File: src/rtl/uart_result_streamer.sv
// Ships a DIM x DIM result tile to a UART transmitter: header byte, then each element MSB first.
// Define STREAMER_CHECKSUM_EN to append a mod-256 sum of the data bytes after the last data byte.
module uart_result_streamer #(
  parameter int         DIM    = 4,
  parameter int         ELEM_W = 16,
  parameter int         ADDR_W = 4,
  parameter logic [7:0] HEADER = 8'hA5
) (
  input  logic              clk,
  input  logic              reset,
  input  logic              start,
  output logic              mem_rd_en,
  output logic [ADDR_W-1:0] mem_addr,
  input  logic [ELEM_W-1:0] mem_rdata,
  output logic [7:0]        tx_data,
  output logic              tx_load,
  input  logic              tx_status,
  output logic              busy,
  output logic              done,
  output logic [3:0]        state_dbg
);
  localparam int N     = DIM * DIM;
  localparam int BPE   = ELEM_W / 8;
  localparam int CNT_W = $clog2(N + 1);
  localparam int BI_W  = (BPE > 1) ? $clog2(BPE) : 1;

  // Transmitter handshake: a byte is offered only while tx_status=1; tx_load is a single-cycle
  // strobe, the byte counts as taken once tx_status falls, and the transmitter is free again when
  // tx_status rises. tx_data is held from the load strobe until that rise.
  typedef enum logic [3:0] {
    S_IDLE      = 4'd0,
    S_ISSUE     = 4'd1,
    S_WAIT_ACK  = 4'd2,
    S_WAIT_DONE = 4'd3,
    S_NEXT      = 4'd4,
    S_FETCH     = 4'd5,
    S_LATCH     = 4'd6,
`ifdef STREAMER_CHECKSUM_EN
    S_CKSUM     = 4'd7,
`endif
    S_FINISH    = 4'd8
  } state_t;

  state_t            state, state_d;
  logic [CNT_W-1:0]  elem_idx, elem_idx_d;
  logic [BI_W-1:0]   byte_idx, byte_idx_d;
  logic [ELEM_W-1:0] sh, sh_d, sh_shift;
  logic [7:0]        tx_data_d;
  logic              tx_load_d, mem_rd_en_d, busy_d, done_d;
  logic [ADDR_W-1:0] mem_addr_d;
  logic              more_bytes, more_elems;
`ifdef STREAMER_CHECKSUM_EN
  logic [7:0]        cksum, cksum_d;
  logic              is_data, is_data_d, cksum_sent, cksum_sent_d;
`endif

  assign more_bytes = (byte_idx != BI_W'(BPE - 1));
  assign more_elems = (elem_idx != CNT_W'(N));
  assign sh_shift   = sh << 8;
  assign state_dbg  = state;

  always_ff @(posedge clk or posedge reset) begin
    if (reset) begin
      state      <= S_IDLE;
      elem_idx   <= '0;
      byte_idx   <= '0;
      sh         <= '0;
      tx_data    <= 8'h00;
      tx_load    <= 1'b0;
      mem_rd_en  <= 1'b0;
      mem_addr   <= '0;
      busy       <= 1'b0;
      done       <= 1'b0;
`ifdef STREAMER_CHECKSUM_EN
      cksum      <= 8'h00;
      is_data    <= 1'b0;
      cksum_sent <= 1'b0;
`endif
    end else begin
      state      <= state_d;
      elem_idx   <= elem_idx_d;
      byte_idx   <= byte_idx_d;
      sh         <= sh_d;
      tx_data    <= tx_data_d;
      tx_load    <= tx_load_d;
      mem_rd_en  <= mem_rd_en_d;
      mem_addr   <= mem_addr_d;
      busy       <= busy_d;
      done       <= done_d;
`ifdef STREAMER_CHECKSUM_EN
      cksum      <= cksum_d;
      is_data    <= is_data_d;
      cksum_sent <= cksum_sent_d;
`endif
    end
  end

  always_comb begin
    state_d = state;
    case (state)
      S_IDLE:      if (start) state_d = S_ISSUE;
      S_ISSUE:     if (tx_status) state_d = S_WAIT_ACK;
      S_WAIT_ACK:  if (!tx_status) state_d = S_WAIT_DONE;
      S_WAIT_DONE: if (tx_status) state_d = S_NEXT;
      S_NEXT: begin
        if (more_bytes)      state_d = S_ISSUE;
        else if (more_elems) state_d = S_FETCH;
`ifdef STREAMER_CHECKSUM_EN
        else if (!cksum_sent) state_d = S_CKSUM;
`endif
        else                 state_d = S_FINISH;
      end
      S_FETCH:     state_d = S_LATCH;
      S_LATCH:     state_d = S_ISSUE;
`ifdef STREAMER_CHECKSUM_EN
      S_CKSUM:     state_d = S_ISSUE;
`endif
      S_FINISH:    state_d = S_IDLE;
      default:     state_d = S_IDLE;
    endcase
  end

  // Next values of every registered output; done/busy change on entry to FINISH so that done
  // is high only while in FINISH, where start is not sampled.
  always_comb begin
    elem_idx_d   = elem_idx;
    byte_idx_d   = byte_idx;
    sh_d         = sh;
    tx_data_d    = tx_data;
    tx_load_d    = 1'b0;
    mem_rd_en_d  = 1'b0;
    mem_addr_d   = mem_addr;
    busy_d       = busy;
    done_d       = 1'b0;
`ifdef STREAMER_CHECKSUM_EN
    cksum_d      = cksum;
    is_data_d    = is_data;
    cksum_sent_d = cksum_sent;
`endif
    case (state)
      S_IDLE: begin
        if (start) begin
          busy_d       = 1'b1;
          tx_data_d    = HEADER;
          elem_idx_d   = '0;
          byte_idx_d   = BI_W'(BPE - 1);
`ifdef STREAMER_CHECKSUM_EN
          cksum_d      = 8'h00;
          is_data_d    = 1'b0;
          cksum_sent_d = 1'b0;
`endif
        end
      end
      S_ISSUE: begin
        if (tx_status) begin
          tx_load_d = 1'b1;
`ifdef STREAMER_CHECKSUM_EN
          if (is_data) cksum_d = cksum + tx_data;
`endif
        end
      end
      S_NEXT: begin
        if (more_bytes) begin
          sh_d       = sh_shift;
          tx_data_d  = sh_shift[ELEM_W-1 -: 8];
          byte_idx_d = byte_idx + 1'b1;
        end else if (more_elems) begin
          mem_rd_en_d = 1'b1;
          mem_addr_d  = ADDR_W'(elem_idx);
        end
`ifdef STREAMER_CHECKSUM_EN
        else if (!cksum_sent) begin
          busy_d = 1'b1;
        end
`endif
        else begin
          busy_d = 1'b0;
          done_d = 1'b1;
        end
      end
      S_LATCH: begin
        sh_d       = mem_rdata;
        tx_data_d  = mem_rdata[ELEM_W-1 -: 8];
        elem_idx_d = elem_idx + 1'b1;
        byte_idx_d = '0;
`ifdef STREAMER_CHECKSUM_EN
        is_data_d  = 1'b1;
`endif
      end
`ifdef STREAMER_CHECKSUM_EN
      S_CKSUM: begin
        tx_data_d    = cksum;
        is_data_d    = 1'b0;
        cksum_sent_d = 1'b1;
      end
`endif
      default: begin
        tx_load_d = 1'b0;
      end
    endcase
  end
endmodule

File: config.mk
export PLATFORM = sky130hd
export DESIGN_NAME = uart_result_streamer
export DESIGN_NICKNAME = d
export VERILOG_FILES = /design/src/rtl/uart_result_streamer.sv
export SDC_FILE = /design/constraint.sdc
export NUM_CORES = 1
export LEC_CHECK = 0
export CAP_MARGIN = 20
export CORE_MARGIN = 5
export CORE_UTILIZATION = 48
export CTS_CLUSTER_SIZE = 28
export DETAILED_ROUTE_END_ITERATION = 8
export MAX_ROUTING_LAYER = met4
export PLACE_DENSITY = 0.78
export SLEW_MARGIN = 20
export SYNTH_ARGS = -nofsm -noshare
export SYNTH_HDL_FRONTEND = slang
export SYNTH_SLANG_ARGS = --single-unit
File: constraint.sdc
create_clock -name clk -period 2.08 [get_ports clk]
set_clock_uncertainty 0.05 [all_clocks]
set_input_delay 0.416 -clock clk [delete_from_list [all_inputs] [get_ports clk]]
set_output_delay 0.416 -clock clk [all_outputs]
set_load 0.01 [all_outputs]
==> results.py <==
metrics = {
    "outcome": {
        "run_status": "finished, final reports clean",
    },
    "logic_synthesis": {
        "seq_area_frac_synth_pct": 52.5,
        "synthesis.nets": 160,
        "synth_top_cells_by_area": "sky130_fd_sc_hd__dfrtp_1 53%, sky130_fd_sc_hd__a22o_1 7.0%, sky130_fd_sc_hd__mux2i_1 3.1%",
        "post_synth_edffs": 0,
        "syn_avg_cell_area_um2": 11.7,
        "netlist_area_um2": 1620,
        "yosysTopAreaCellShare_pct": 52.5,
        "synth_top_cell_by_area": "sky130_fd_sc_hd__dfrtp_1",
        "synth-async-reset-ratio_pct": 100,
        "synth.yosys.warnings": 0,
        "dominantRegCellSynth": "sky130_fd_sc_hd__dfrtp_1",
        "synth_cell_type_count": 38,
        "syn_inst": 138,
        "postSynthRegisterBits": 34,
    },
    "worst_hold_path": {
        "hold_crit_path_type": "in2async",
    },
    "timing": {
        "max_slew.worst_pin.slew_ps": 570,
        "finalWorstPathRequiredPeriod_ps": 2000,
        "min_period_over_period_pct": 96.2,
        "timing.final.hold_violations": 0,
        "timing.final.setup_violations": 0,
        "finalMaxSlewViolations": 0,
        "total_negative_slack_for_setup_checks_ps": 0,
        "grt_setup_unrepaired": "no",
        "timing.fmax_mhz": 500,
        "relSlewSlack_pct": 62.0,
        "post_route_setup_slack_ps": 78.9,
    },
    "critical_path": {
        "crit_path_kind": "reg2out",
        "reg2regPathDepth": 4,
        "critPathArrivalTime_ps": 1540,
        "worstPathCellList": "clkdlybuf4s50_1",
        "critical_path.max_fanout": 9,
        "critical_path_cell_count": 1,
        "critical_path_required_ps": 1610,
        "crit_path_top_delay_cell": "sky130_fd_sc_hd__clkdlybuf4s50_1",
        "critPathLaunchType": "flip-flop",
        "worst_setup_path_end_kind": "primary output",
        "count_of_buffer_and_inverter_cells_on_the_critical_path": 1,
        "critPathTopFamily": "buffers and inverters",
        "critical-path-max-stage-delay_ps": 620,
    },
    "run": {
        "max_cap_viol_count": 0,
    },
    "grt": {
        "grt_use_total_pct": 17.6,
        "grt.overflow.total": 0,
        "grt_first_pass_wirelength_um": 5780,
        "grt_antenna_before_repair": 0,
        "first_global_vias": 1271,
        "largest_net_degree_at_the_start_of_global_routing": 35,
    },
    "clock_tree": {
        "post_cts_buffers": 0,
        "post_cts_resized": 1,
        "clock_sinks": 34,
        "postCtsHoldBufs": 0,
        "cts-root-buf": "sky130_fd_sc_hd__clkbuf_4",
        "cts-htree-levels": 2,
        "worst_skew_pair_later_pin_latency_ps": 340,
        "cts_buffers": 5,
        "tritoncts_clock_tree": "yes",
        "max-clock-path-buffers": 2,
        "clk_pin_slew_ps": 100,
    },
    "power": {
        "p_per_area_nw_per_um2": 1180,
        "ir_worst_vdd_v": 0.000519,
        "leakagePower_uw": 0.000956,
    },
    "floorplanning": {
        "floorplan.io_pins": 40,
        "die_width_um": 68.1,
        "fp-row-count": 21,
        "design.die.area_um2": 4640,
        "core_area_um2": 3310,
        "die_y_um": 68.1,
        "floorplan.initialDensity_pct": 48.9,
    },
    "placement": {
        "dpl.hpwl_um": 2680,
        "number_of_buffers_added_on_ports": 39,
        "placement.setup.worst_slack_ps": 84.8,
        "routabilityCongestion": 0.795,
    },
    "cells_and_area": {
        "num-nets-final": 207,
        "syn_to_final_growth_pct": 31.7,
        "final_layout_size_suffix_gt1_share_pct": 16.7,
        "antenna_cells": 0,
    },
    "route": {
        "num_vias": 1237,
        "number_of_optimization_iterations_in_the_first_detailed_route_pass": 5,
        "postRouteAntennaNets": 0,
        "detail_route.vias_per_cell": 5.33,
        "totalWireLength_um": 3520,
        "detail_route.wl_per_cell_um": 15.2,
        "remaining_drc_errors": 0,
        "drtIter0Drc": 71,
    },
}
-- sequential cells by signal (all words and copies together) (netlist names) --
| register | cells |
|---|---|
| mem_rd_en | 1 |
| byte_idx | 1 |
| sh | 8 |
| done | 1 |
| mem_addr | 4 |
| busy | 1 |
| elem_idx | 5 |
| state_dbg | 4 |
| tx_load | 1 |
| tx_data | 8 |
-- path summary, 6_finish.rpt --
kind | from | endpoint | slack [ps]
worst min-delay path | reset | sh[6] | 400
worst min register to register | elem_idx[4] | elem_idx[4] | 440
worst max register to register | state_dbg[3] | mem_addr[0] | 270
min in group clk | elem_idx[4] | elem_idx[4] | 440
worst max-delay path | state_dbg[3] | state_dbg[3] | 80
max in group asynchronous | reset | state_dbg[1] | 1250
-- cell usage in the layout (no fill, tap or decap), drive strengths merged --
master,instances
clkinvlp,1
and4bb,1
mux2,6
o21a,4
nor3,3
nor2,8
a32o,2
nand3b,1
o21ai,9
xor2,2
clkinv,1
nand3,1
inv,6
mux2i,5
buf,9
nand2b,2
o31ai,1
nor4,1
clkdlybuf4s50,39
a211oi,1
a22o,13
dfrtp,34
nand4,5
nand4b,1
a31oi,1
nand2,5
clkbuf,6
nand4bb,1
a21oi,7
and2,4
ha,2
and3,2
a21boi,1
nor3b,1
-- area by class of cell --
cell class                      count  area, µm²
Multi-Input combinational cell     90        681
Timing Repair Buffer               48        458
Clock buffer                        6       51.3
Fill cell                         274       1180
Inverter                            6       22.5
Sequential cell                    34        852
Tap cell                           46       57.6
Clock inverter                      2       12.5
-- report_power, final --
part / switching, µW / internal [µW]
clock network: 221 / 162
logic: 440 / 587
registers: 235 / 880
-- per-stage QoR --
step	hold WS [ps]	utilization [%]	area [µm²]	cells	power (µW)
after floorplan	393	-	1620	138	1690
after global placement	411	62.5	2070	224	2100
after detailed placement	423	62.5	2070	224	2160
after CTS	413	64.5	2130	232	2550
after global routing	436	64.5	2130	232	2700
final	402	64.5	2130	232	2530
-- layer usage --
layer | up-vias | global-route usage (%) | part of all wire, %
li1 | 603 | - | -
met1 | 583 | 20.2 | 44
met2 | 44 | 29.5 | 49
met3 | 7 | 5.25 | 6.4
met4 | 0 | 5.21 | 1.0
met5 | - | - | 0
-- cell families (layout without fill, tap and decap cells) --
group | count (synthesis) | after routing | synth area share [%]
compound gates | 39 | 39 | 16.8
xor+xnor | 2 | 2 | 1.08
fa+ha+maj | 2 | 2 | 1.54
buf+inv | 14 | 62 | 5.48
flops | 34 | 34 | 52.5
mux | 11 | 11 | 7.72
simple gates | 36 | 36 | 14.8
-- cell usage after synthesis, types with 2 or more instances --
library cell / n
sky130_fd_sc_hd__mux2i_1: 5
sky130_fd_sc_hd__a32o_1: 2
sky130_fd_sc_hd__a22o_1: 13
sky130_fd_sc_hd__ha_1: 2
sky130_fd_sc_hd__mux2_4: 2
sky130_fd_sc_hd__inv_1: 6
sky130_fd_sc_hd__nand2_1: 5
sky130_fd_sc_hd__o21ai_0: 9
sky130_fd_sc_hd__a21oi_1: 7
sky130_fd_sc_hd__buf_2: 2
sky130_fd_sc_hd__buf_6: 4
sky130_fd_sc_hd__nor3_1: 2
sky130_fd_sc_hd__mux2_2: 4
sky130_fd_sc_hd__o21a_1: 4
sky130_fd_sc_hd__and2_1: 3
sky130_fd_sc_hd__xor2_1: 2
sky130_fd_sc_hd__dfrtp_1: 34
sky130_fd_sc_hd__nand4_1: 5
sky130_fd_sc_hd__nor2_1: 7
sky130_fd_sc_hd__and3_1: 2
No activity file was read; power rests on OpenSTA's default activity.
